--- config.mk ---
export PLATFORM = sky130hd
export DESIGN_NAME = mole_scheduler
export DESIGN_NICKNAME = d
export VERILOG_FILES = /design/src/rtl/mole_scheduler_pkg.sv /design/src/rtl/mole_lfsr.sv /design/src/rtl/mole_scheduler.sv
export SDC_FILE = /design/constraint.sdc
export NUM_CORES = 1
export LEC_CHECK = 0
export BUFFER_PORTS_ARGS = -buffer_cell sky130_fd_sc_hd__buf_2
export CAP_MARGIN = 25
export CORE_MARGIN = 2
export CORE_UTILIZATION = 35
export DETAILED_ROUTE_END_ITERATION = 7
export SLEW_MARGIN = 20
export SYNTH_ARGS = -nofsm -noshare
export SYNTH_HDL_FRONTEND = slang
export SYNTH_SLANG_ARGS = --single-unit
export TNS_END_PERCENT = 1
--- constraint.sdc ---
create_clock -name clk -period 7.3 [get_ports clk]
set_input_delay 0.73 -clock clk [delete_from_list [all_inputs] [get_ports clk]]
set_output_delay 0.73 -clock clk [all_outputs]
set_load 0.01 [all_outputs]
--- src/rtl/mole_scheduler_pkg.sv ---
`default_nettype none
// ============================================================================
// Module   : mole_scheduler_pkg
// Purpose  : Shared state encoding, LFSR taps and scoring constants for the
//            whack-a-mole round scheduler.
// Revision : 1.0 - initial release
// ============================================================================
package mole_scheduler_pkg;

    typedef enum logic [2:0] {
        S_IDLE   = 3'd0,
        S_SPAWN  = 3'd1,
        S_ACTIVE = 3'd2,
        S_GAP    = 3'd3,
        S_OVER   = 3'd4
    } state_t;

    // x^24 + x^23 + x^22 + x^17 + 1, right-shifting Galois form
    localparam logic [23:0] c_LFSR_TAPS    = 24'hE10000;
    localparam logic [1:0]  c_SCORE_PART   = 2'd1;
    localparam logic [1:0]  c_SCORE_FULL   = 2'd2;
    localparam int          c_MIN_UP_TICKS = 2;

    function automatic logic [23:0] lfsr_next(input logic [23:0] s);
        return s[0] ? ((s >> 1) ^ c_LFSR_TAPS) : (s >> 1);
    endfunction

endpackage
`default_nettype wire

--- src/rtl/mole_lfsr.sv ---
`default_nettype none
// ============================================================================
// Module   : mole_lfsr
// Purpose  : 24-bit Galois LFSR, free-running while enabled.
// Revision : 1.0 - initial release
// ============================================================================
module mole_lfsr
    import mole_scheduler_pkg::*;
#(
    parameter logic [23:0] SEED = 24'hACE1
) (
    input  logic        clk,
    input  logic        rst,
    input  logic        i_en,
    output logic [23:0] o_state
);

    logic [23:0] r_state;

    always_ff @(posedge clk or posedge rst) begin
        if (rst) begin
            r_state <= SEED;
        end else if (i_en) begin
            r_state <= lfsr_next(r_state);
        end
    end

    assign o_state = r_state;

endmodule
`default_nettype wire

--- src/rtl/mole_scheduler.sv ---
`default_nettype none
// ============================================================================
// Module   : mole_scheduler
// Purpose  : Whack-a-mole game sequencer: spawns random mole sets, times rounds,
//            keeps score and lives. Define MOLE_SPEEDUP_EN to shorten rounds
//            after every full clear.
// Revision : 1.0 - initial release
// ============================================================================
module mole_scheduler
    import mole_scheduler_pkg::*;
#(
    parameter int          NUM_HOLES = 18,
    parameter int          UP_TICKS  = 8,
    parameter int          GAP_TICKS = 2,
    parameter logic [3:0]  LIVES     = 4'd3,
    parameter int          SCORE_W   = 10,
    parameter logic [23:0] LFSR_SEED = 24'hACE1
) (
    input  logic                 clk,
    input  logic                 reset,
    input  logic                 start,
    input  logic                 tick,
    input  logic                 non_full_clear_hit,
    input  logic                 full_clear_hit,
    input  logic                 miss,
    output logic [NUM_HOLES-1:0] mole_positions,
    output logic                 game_in_progress,
    output logic [SCORE_W-1:0]   score,
    output logic [3:0]           lives,
    output logic                 game_over
);

    localparam int c_TMAX = (UP_TICKS > GAP_TICKS) ? UP_TICKS : GAP_TICKS;
    localparam int c_TW   = $clog2(c_TMAX + 1);

    localparam logic [c_TW-1:0]      c_T_ONE    = c_TW'(1);
    localparam logic [c_TW-1:0]      c_UP_INIT  = c_TW'(UP_TICKS);
    localparam logic [c_TW-1:0]      c_GAP_INIT = c_TW'(GAP_TICKS);
    localparam logic [SCORE_W-1:0]   c_SCORE_MAX = '1;
    localparam logic [NUM_HOLES-1:0] c_HOLE0    = NUM_HOLES'(1);
`ifdef MOLE_SPEEDUP_EN
    localparam logic [c_TW-1:0]      c_UP_FLOOR = c_TW'(c_MIN_UP_TICKS);
`endif

    state_t                 r_state;
    logic [NUM_HOLES-1:0]   r_moles;
    logic [SCORE_W-1:0]     r_score;
    logic [3:0]             r_lives;
    logic [c_TW-1:0]        r_timer;
    logic [c_TW-1:0]        r_up;

    state_t                 w_state_nxt;
    logic [NUM_HOLES-1:0]   w_moles_nxt;
    logic [SCORE_W-1:0]     w_score_nxt;
    logic [3:0]             w_lives_nxt;
    logic [c_TW-1:0]        w_timer_nxt;
    logic [c_TW-1:0]        w_up_nxt;

    logic [23:0]            w_lfsr;
    logic                   w_unused_lfsr;
    logic [NUM_HOLES-1:0]   w_lfsr_slice;
    logic [NUM_HOLES-1:0]   w_spawn_mask;
    logic                   w_timeout;
    logic [1:0]             w_loss;
    logic [3:0]             w_lives_dec;
    logic [SCORE_W:0]       w_sum_part;
    logic [SCORE_W:0]       w_sum_full;
    logic [SCORE_W-1:0]     w_score_part;
    logic [SCORE_W-1:0]     w_score_full;

    mole_lfsr #(
        .SEED    (LFSR_SEED)
    ) u_lfsr (
        .clk     (clk),
        .rst     (reset),
        .i_en    (1'b1),
        .o_state (w_lfsr)
    );

    // Only the low NUM_HOLES bits pick moles; the rest just feed the sequence.
    assign w_unused_lfsr = ^w_lfsr;
    assign w_lfsr_slice  = w_lfsr[NUM_HOLES-1:0];
    assign w_spawn_mask  = (w_lfsr_slice == '0) ? c_HOLE0 : w_lfsr_slice;

    assign w_sum_part   = {1'b0, r_score} + (SCORE_W+1)'(c_SCORE_PART);
    assign w_sum_full   = {1'b0, r_score} + (SCORE_W+1)'(c_SCORE_FULL);
    assign w_score_part = w_sum_part[SCORE_W] ? c_SCORE_MAX : w_sum_part[SCORE_W-1:0];
    assign w_score_full = w_sum_full[SCORE_W] ? c_SCORE_MAX : w_sum_full[SCORE_W-1:0];

    // A full clear on the timeout tick rescues the round, so it costs no life.
    assign w_timeout   = (r_state == S_ACTIVE) && tick && (r_timer == c_T_ONE);
    assign w_loss      = {1'b0, miss} + {1'b0, w_timeout & ~full_clear_hit};
    assign w_lives_dec = (r_lives > {2'b00, w_loss}) ? (r_lives - {2'b00, w_loss}) : 4'd0;

    always_comb begin
        w_state_nxt = r_state;
        w_moles_nxt = r_moles;
        w_score_nxt = r_score;
        w_lives_nxt = r_lives;
        w_timer_nxt = r_timer;
        w_up_nxt    = r_up;

        case (r_state)
            S_IDLE, S_OVER: begin
                if (start) begin
                    w_state_nxt = S_SPAWN;
                    w_score_nxt = '0;
                    w_lives_nxt = LIVES;
                    w_up_nxt    = c_UP_INIT;
                    w_moles_nxt = '0;
                end
            end

            S_SPAWN: begin
                w_moles_nxt = w_spawn_mask;
                w_timer_nxt = r_up;
                w_state_nxt = S_ACTIVE;
            end

            S_ACTIVE: begin
                if (tick && !w_timeout) begin
                    w_timer_nxt = r_timer - c_T_ONE;
                end
                if (full_clear_hit) begin
                    w_score_nxt = w_score_full;
                    w_moles_nxt = '0;
                    w_timer_nxt = c_GAP_INIT;
                    w_state_nxt = S_GAP;
`ifdef MOLE_SPEEDUP_EN
                    if (r_up > c_UP_FLOOR) begin
                        w_up_nxt = r_up - c_T_ONE;
                    end
`endif
                end else begin
                    if (non_full_clear_hit) begin
                        w_score_nxt = w_score_part;
                    end
                    if (w_timeout) begin
                        w_moles_nxt = '0;
                        w_timer_nxt = c_GAP_INIT;
                        w_state_nxt = S_GAP;
                    end
                end
                w_lives_nxt = w_lives_dec;
                // Running out of lives overrides every other transition.
                if ((w_loss != 2'd0) && (w_lives_dec == 4'd0)) begin
                    w_state_nxt = S_OVER;
                    w_moles_nxt = '0;
                end
            end

            S_GAP: begin
                w_moles_nxt = '0;
                if (tick) begin
                    w_timer_nxt = r_timer - c_T_ONE;
                    if (r_timer == c_T_ONE) begin
                        w_state_nxt = S_SPAWN;
                    end
                end
            end

            default: begin
                w_state_nxt = S_IDLE;
                w_moles_nxt = '0;
            end
        endcase
    end

    always_ff @(posedge clk or posedge reset) begin
        if (reset) begin
            r_state <= S_IDLE;
            r_moles <= '0;
            r_score <= '0;
            r_lives <= LIVES;
            r_timer <= '0;
            r_up    <= c_UP_INIT;
        end else begin
            r_state <= w_state_nxt;
            r_moles <= w_moles_nxt;
            r_score <= w_score_nxt;
            r_lives <= w_lives_nxt;
            r_timer <= w_timer_nxt;
            r_up    <= w_up_nxt;
        end
    end

    assign mole_positions   = r_moles;
    assign score            = r_score;
    assign lives            = r_lives;
    assign game_over        = (r_state == S_OVER);
    assign game_in_progress = (r_state == S_SPAWN) || (r_state == S_ACTIVE) ||
                              (r_state == S_GAP);

endmodule
`default_nettype wire

==> summary.md, run 1 <==
| Metric | Value |
|---|---|
| Outcome | `finished clean` |
| Number of buffers inserted during clock tree synthesis | `9` |
| Total negative slack | `0 ns` |
| Register-to-register setup slack | `3.45 ns` |
| Number of cells after detailed placement | `388` |
| Count of inserted antenna diode cells | `0` |
| Global placement routability congestion | `0.8595` |
| Share of flip-flops with an asynchronous set or reset | `100.0%` |
| Cells after Synth | `248` |
| All-Layer GR Usage | `15.60%` |
| Unrepaired setup endpoints after global routing | `false` |
| Buffers inserted during post-CTS setup optimization | `0` |
| Clock root cell | `sky130_fd_sc_hd__clkbuf_8` |
| Number of detailed-route iterations in the first pass | `4` |
| Worst-case reg-to-reg path depth | `12` |
| Top area cells in the synthesized netlist | `sky130_fd_sc_hd__dfrtp_1 (46%), sky130_fd_sc_hd__dfstp_2 (9.1%), sky130_fd_sc_hd__a22o_1 (5.8%)` |
| Final wirelength | `6.301 mm` |
| Post-synth design cell area | `2878 um2` |
| Clock-pin slew on the worst setup and hold paths | `0.07 ns` |
| Vias in the first global route | `2181` |
| Hold-critical path endpoint | `u_lfsr.o_state[19]` |
| Worst-margin pin slew | `0.7996 ns` |
| Count of cell types in the netlist | `64` |
| Number of antenna violations at the first check in global routing | `0` |
| Grt ovf | `0` |
| Internal Dissipation | `0.7059 mW` |
| Min-delay worst type | `flip-flop to flip-flop` |
| Buffers added on ports | `40` |
| Synthesis Warnings | `0` |
| Total Nets Final | `310` |
| Average cell area after synthesis | `11.60 um2` |
| Switching Fraction | `37.32%` |
| Post-cts repair resize count | `0` |
| Pin count of the biggest net entering global routing | `64` |
| Clock tree from TritonCTS | `built` |
| H-tree depth reported by CTS | `3` |
| Clock power frac | `26.3%` |
| Worst Setup Start Kind | `flip-flop` |
| FF+latch area | `1589 um2` |
| Total count of hold-check failures in the final report | `0` |
| Std cell rows | `33` |
| Clock sinks | `63` |
| Maximum achievable frequency | `0.2594 GHz` |
| EDFF count, synth | `0` |
| Worst Min Path Start | `u_lfsr.o_state[20]` |
| #FFs+latches synth | `63` |
| Flip-flop cell with the highest count after synthesis | `sky130_fd_sc_hd__dfrtp_1` |
| Die Span X | `94.68 um` |
| Multi-input combinational cell area | `1180 um2` |
| Final worst-path cycle share | `52.80%` |
| Number of placed I/O pins | `41` |
| CP Capture Type | `flip-flop` |
| Number of pins exceeding their max-slew limit in the final report | `0` |
| Yosys top cell by area | `sky130_fd_sc_hd__dfrtp_1` |
| MaxCap Viol Count | `0` |
| Die area | `8963 um2` |
| Final setup violation count | `0` |
| Cell leakage power | `1.600 nW` |
| Data arrival at the endpoint of the critical path | `4.13 ns` |
| Clock latency on the worst-skew pair | `0.34 ns` |
| Max-Slew Margin vs Limit | `46.69%` |
| FILL cells | `810` |
| Skew final | `0.007796 ns` |
| Iteration-0 DRC Markers | `73` |
| Cell with the most instances after synthesis | `sky130_fd_sc_hd__dfrtp_1` |
| Sequential element share of the synthesized area | `55.22%` |
| Ranking of synthesized cells by instance count | `sky130_fd_sc_hd__dfrtp_1 (53), sky130_fd_sc_hd__a22o_1 (19), sky130_fd_sc_hd__o21ai_0 (19)` |
| Initial Util | `35.56%` |
| Total power per unit cell area | `335.9 nW/um2` |
| Count of vias placed by the detailed router | `2096` |
| Relative area change from synthesis to final layout | `16.52%` |
| Min-Delay Path Depth | `0` |
| Synthesized net count | `264` |
| Synth top area share | `46.09%` |
| Non-filler instance count after layout | `403` |
| Routed len/inst | `15.64 um` |
| Critical path type | `flip-flop to flip-flop` |
| Longest Clk Path Bufs | `2` |
| Shortest period the worst path allows | `3.855 ns` |
| Number of DRC violations after detailed routing | `0` |
| Sequential fraction of design power | `40.6%` |
| CTS Hold Buffers Added | `0` |
| Wire length of the first global-routing pass | `10.78 mm` |
| Via count normalized by instance count | `5.201` |
| Core area | `8093 um2` |
| Net Switching | `0.4204 mW` |
| Antenna viol nets, final | `0` |
| Reg-to-Reg End | `mole_positions[3]` |
| Max Fanout on Critical Path | `19` |
| Data required, critical path | `7.57 ns` |
| Largest voltage drop on the vdd net | `0.1449 mV` |
| Part of the total power dissipated in combinational logic | `33.2%` |
| Height of the die | `94.68 um` |
| Share of layout cells above drive strength 1 | `27.52%` |
| R2R Path Start | `r_state[1]` |
| Detailed placer's ending HPWL | `4.274 mm` |
==> critical path, stage by stage (launching register included) <==
cell and delay [ns]:
sky130_fd_sc_hd__dfrtp_1 0.59, sky130_fd_sc_hd__nor3b_2 0.48, sky130_fd_sc_hd__and3_1 0.24, sky130_fd_sc_hd__inv_1 0.05, sky130_fd_sc_hd__ha_1 0.28, sky130_fd_sc_hd__ha_1 0.15, sky130_fd_sc_hd__inv_1 0.05, sky130_fd_sc_hd__fa_1 0.50
sky130_fd_sc_hd__inv_1 0.05, sky130_fd_sc_hd__and4_1 0.17, sky130_fd_sc_hd__a211oi_2 0.27, sky130_fd_sc_hd__o31a_1 0.69, sky130_fd_sc_hd__a22o_1 0.25
==> power groups by stage <==
stage               Combinational [mW]  Sequential (mW)  Clock, mW
floorplan                        0.307            0.443          0
detailed placement               0.374            0.463          0
finish                           0.373            0.457      0.296
global placement                 0.370            0.463          0
CTS                              0.375            0.457      0.304
global route                     0.423            0.466      0.317
==> state kept, by name, summed over array words and instances, names as in the netlist <==
register and flops:
r_state 3, mole_positions 18, r_timer 4, score 10, u_lfsr.o_state 24, lives 4
==> cells by family after synthesis <==
kind of cell / synth area share [%]
AOI/OAI and AO/OA: 20.96
xor gates and xnor gates: 0.9132
muxes: 1.044
and+or+nand+nor: 13.91
DFF: 55.22
adders and majority gates: 4.174
buffers and inverters: 3.782
==> cell usage in the layout (no fill, tap or decap), drive strengths merged, types with 5 or more instances in the layout <==
master  synthesis  routed
buf             4      41
nand2          15      15
dfstp          10      10
nor2           15      15
ha              8       8
inv            15      15
nor3            8       8
nand2b          6       6
a21oi           7       7
dfrtp          53      53
nand3           5       5
nor4            5       5
a22o           19      19
clkbuf          2      11
o21ai          23      23
==> routing by layer <==
metal / global-route usage (%) / routed length [um] / up-vias
met5: 0 / 0 / -
met4: 4.106 / 68 / 0
met3: 5.507 / 337 / 5
met2: 24.11 / 2865 / 48
met1: 20.92 / 3030 / 1037
li1: - / - / 1006
==> how the worst max path moves through the flow <==
| stage | from | to | cells after the start |
|---|---|---|---|
| floorplan | tick | mole_positions[7] | 14 |
| global placement | tick | mole_positions[10] | 13 |
| detailed placement | tick | mole_positions[10] | 13 |
| CTS | r_state[1] | mole_positions[2] | 12 |
| global route | r_state[1] | mole_positions[5] | 12 |
| finish | r_state[1] | mole_positions[3] | 12 |
==> area by class of cell <==
| type | count | area share, % |
|---|---|---|
| sequential | 63 | 47.39 |
| inverter | 15 | 1.679 |
| clock buffer | 11 | 4.216 |
| tap | 105 | 3.918 |
| clock inverter | 4 | 1.418 |
| multi-input combinational | 164 | 35.19 |
| timing repair buffer | 41 | 6.194 |
==> metrics by stage <==
stage / power (mW) / cell area (um2) / worst slack, ns / hold slack (ns) / util [%]
6_report: 1.126 / 3353 / 3.445 / 0.3522 / 41.43
4_1_cts: 1.136 / 3353 / 3.478 / 0.3531 / 41.43
5_1_grt: 1.206 / 3353 / 3.181 / 0.3620 / 41.43
3_5_place_dp: 0.8365 / 3164 / 3.452 / 0.3378 / 39.10
3_3_place_gp: 0.8322 / 3164 / 3.540 / 0.3367 / 39.10
2_1_floorplan: 0.7497 / 2878 / 3.988 / 0.3312 / -
(Power assumes the default switching activity.)
==> run 2, diff against run 1 <==
--- a/config.mk
+++ b/config.mk
@@ -5,6 +5,7 @@
 export SDC_FILE = /design/constraint.sdc
 export NUM_CORES = 1
 export LEC_CHECK = 0
+export ABC_AREA = 1
 export BUFFER_PORTS_ARGS = -buffer_cell sky130_fd_sc_hd__buf_2
 export CAP_MARGIN = 25
 export CORE_MARGIN = 2
==> constraint.sdc (replaced) <==
create_clock -name clk -period 3.48 [get_ports clk]
set_input_delay 0.348 -clock clk [delete_from_list [all_inputs] [get_ports clk]]
set_output_delay 0.348 -clock clk [all_outputs]
set_load 0.01 [all_outputs]
==> run 2 against run 1 <==
Against the previous run: register-to-register slack got worse by 2.9 ns; critical path type unchanged; die area increased by 3.9%; utilization increased by 1.5 points; global-route usage increased by 0.54 points; largest power group unchanged; total power grew 120%; cell area grew 5.7%; clock skew increased by 0.0040 ns.
==> summary.md, run 2 <==
| Metric | Value |
|---|---|
| Vias in the first global route | `2453` |
| Total negative slack | `0 ns` |
| Buffers added on ports | `40` |
| Top area cells in the synthesized netlist | `sky130_fd_sc_hd__dfrtp_1 (44%), sky130_fd_sc_hd__nand2_1 (13%), sky130_fd_sc_hd__dfstp_2 (8.8%)` |
| Clock tree from TritonCTS | `built` |
| Data required, critical path | `3.71 ns` |
| Via count normalized by instance count | `4.844` |
| Skew final | `0.01176 ns` |
| Total count of hold-check failures in the final report | `0` |
| Total Nets Final | `400` |
| Critical path type | `flip-flop to flip-flop` |
| Uppermost signal routing layer after detailed routing | `met4` |
| Sequential element share of the synthesized area | `53.07%` |
| Critical path's most frequent cell | `sky130_fd_sc_hd__nand2_1` |
| Synthesis Warnings | `0` |
| Post-cts repair resize count | `0` |
| CTS Hold Buffers Added | `0` |
| Detailed placer's ending HPWL | `4.703 mm` |
| Met2 routed WL | `3.156 mm` |
| All-Layer GR Usage | `16.14%` |
| Cell leakage power | `1.860 nW` |
| WL met1 | `2.947 mm` |
| Maximum achievable frequency | `0.3456 GHz` |
| EDFF count, synth | `0` |
| Iteration-0 DRC Markers | `88` |
| Yosys top cell by area | `sky130_fd_sc_hd__dfrtp_1` |
| Final setup violation count | `0` |
| Unrepaired setup endpoints after global routing | `false` |
| Max Fanout on Critical Path | `19` |
| Global placement routability congestion | `0.8692` |
| Number of pins exceeding their max-slew limit in the final report | `0` |
| Min-delay worst type | `input port to async pin` |
| Worst-case reg-to-reg path depth | `17` |
| Flip-flop cell with the highest count after synthesis | `sky130_fd_sc_hd__dfrtp_1` |
| Relative area change from synthesis to final layout | `18.35%` |
| R2R Path Start | `r_timer[1]` |
| Synthesized net count | `351` |
| Commonest cells after routing, fill and taps aside | `sky130_fd_sc_hd__nand2_1 (105), sky130_fd_sc_hd__dfrtp_1 (53), sky130_fd_sc_hd__buf_2 (40)` |
| Initial Util | `36.26%` |
| Number of cells after detailed placement | `478` |
| Buffers inserted during post-CTS setup optimization | `0` |
| Register-to-register setup slack | `0.59 ns` |
| Count of vias placed by the detailed router | `2393` |
| Ranking of synthesized cells by instance count | `sky130_fd_sc_hd__nand2_1 (105), sky130_fd_sc_hd__dfrtp_1 (53), sky130_fd_sc_hd__inv_1 (38)` |
| Clock-pin slew on the worst setup and hold paths | `0.07 ns` |
| Clock sinks | `63` |
| Cells after Synth | `335` |
| Std cell rows | `33` |
| Clock latency on the worst-skew pair | `0.35 ns` |
| Total length of routed met3 wires | `349 um` |
| Largest voltage drop on the vdd net | `0.3547 mV` |
| Setup WS pre-CTS | `0.5779 ns` |
| #FFs+latches synth | `63` |
| Height of the die | `96.49 um` |
| Worst-path cell chain | `inv_1, ha_1, nand4_1, nor2_4, nand2_1, ha_1, ha_1, inv_1, fa_1, nand2_1, nand3_1, nor2_1, nand3_1, nand3_2, nand2_4, nand2_1, nand2_1` |
| Core area | `8258 um2` |
| Cell with the most instances after synthesis | `sky130_fd_sc_hd__nand2_1` |
| Worst-margin pin slew | `0.9084 ns` |
| Number of antenna violations at the first check in global routing | `0` |
| Routed len/inst | `13.35 um` |
| Pin count of the biggest net entering global routing | `43` |
| Wire length of the first global-routing pass | `11.39 mm` |
| Outcome | `finished clean` |
| Count of cell types in the netlist | `38` |
| Delay contributed by the slowest stage of the critical path | `0.41 ns` |
| Die area | `9310 um2` |
| Post-route setup slack | `0.5861 ns` |
| Antenna viol nets, final | `0` |
| Die Span X | `96.49 um` |
| Longest Clk Path Bufs | `2` |
| Max-Slew Margin vs Limit | `39.35%` |
| Total power per unit cell area | `711.6 nW/um2` |
| Most frequent standard cell in the layout excluding fill and tap cells | `sky130_fd_sc_hd__nand2_1` |
| Number of detailed-route iterations in the first pass | `4` |
| Reg-to-Reg End | `mole_positions[15]` |
| Non-filler instance count after layout | `494` |
| Shortest period the worst path allows | `2.894 ns` |
| Count of inserted antenna diode cells | `0` |
| Data arrival at the endpoint of the critical path | `3.13 ns` |
| Final wirelength | `6.594 mm` |
| Share of layout cells above drive strength 1 | `22.88%` |
| Number of DRC violations after detailed routing | `0` |
| H-tree depth reported by CTS | `3` |
| Number of placed I/O pins | `41` |
| Worst Setup Start Kind | `flip-flop` |
| Minimum hold slack | `0.1986 ns` |
| Average cell area after synthesis | `8.938 um2` |
| Synth top area share | `44.30%` |
| Slowest stage cell on the critical path | `sky130_fd_sc_hd__fa_1` |
| Post-synth design cell area | `2994 um2` |
| Flip-flop count of the largest register, all copies and words added | `24` |
| Share of flip-flops with an asynchronous set or reset | `100.0%` |
| Final worst-path cycle share | `83.16%` |
| MaxCap Viol Count | `0` |
| CP Capture Type | `flip-flop` |
| Number of buffers inserted during clock tree synthesis | `9` |
| Grt ovf | `0` |
| Clock root cell | `sky130_fd_sc_hd__clkbuf_8` |
-- run 2: critical path: cells and delay by family (launching register included) --
family	cells	cell delay, ns
adders and majority gates	4	0.98
buffers and inverters	2	0.18
DFF	1	0.37
and+or+nand+nor	11	1.26
-- run 2: layer usage --
| layer | GRT usage (%) | vias to the layer above |
|---|---|---|
| met1 | 19.89 | 1140 |
| met2 | 26.68 | 57 |
| met3 | 5.275 | 14 |
| li1 | - | 1182 |
| met4 | 5.516 | 0 |
| met5 | 0 | - |
-- run 2: cell type report --
class	instances	area (um2)
tap	105	131.4
multi-input combinational	226	1212
sequential	63	1589
inverter	41	153.9
fill	858	4715
timing repair buffer	43	226.5
clock inverter	6	92.59
clock buffer	10	137.6
-- run 2: kinds of logic (layout without fill, tap and decap cells) --
kind of cell	after synthesis	in the layout	synth area share, %
simple gates	171	171	26.33
flops	63	63	53.07
buf+inv	46	100	6.435
compound gates	35	35	6.937
xor+xnor	11	11	3.218
fa+ha+maj	9	9	4.012
-- run 2: metrics by stage --
| step | cell area [um2] | total power [mW] | utilization, % |
|---|---|---|---|
| 2_1_floorplan | 2994 | 1.564 | - |
| 3_3_place_gp | 3302 | 1.782 | 39.98 |
| 3_5_place_dp | 3313 | 1.811 | 40.12 |
| 4_1_cts | 3543 | 2.551 | 42.91 |
| 5_1_grt | 3543 | 2.727 | 42.91 |
| 6_report | 3543 | 2.522 | 42.91 |
-- run 2: how the worst max path moves through the flow --
stage,start,endpoint
finish,r_timer[1],mole_positions[15]
global route,r_timer[1],mole_positions[16]
detailed placement,r_timer[1],mole_positions[15]
floorplan,r_timer[1],mole_positions[10]
CTS,r_timer[1],mole_positions[15]
global placement,r_timer[1],mole_positions[3]
-- run 2: where the power goes --
group,switching [mW],internal (mW)
clock network,0.297,0.426
logic,0.544,0.291
registers,0.127,0.836
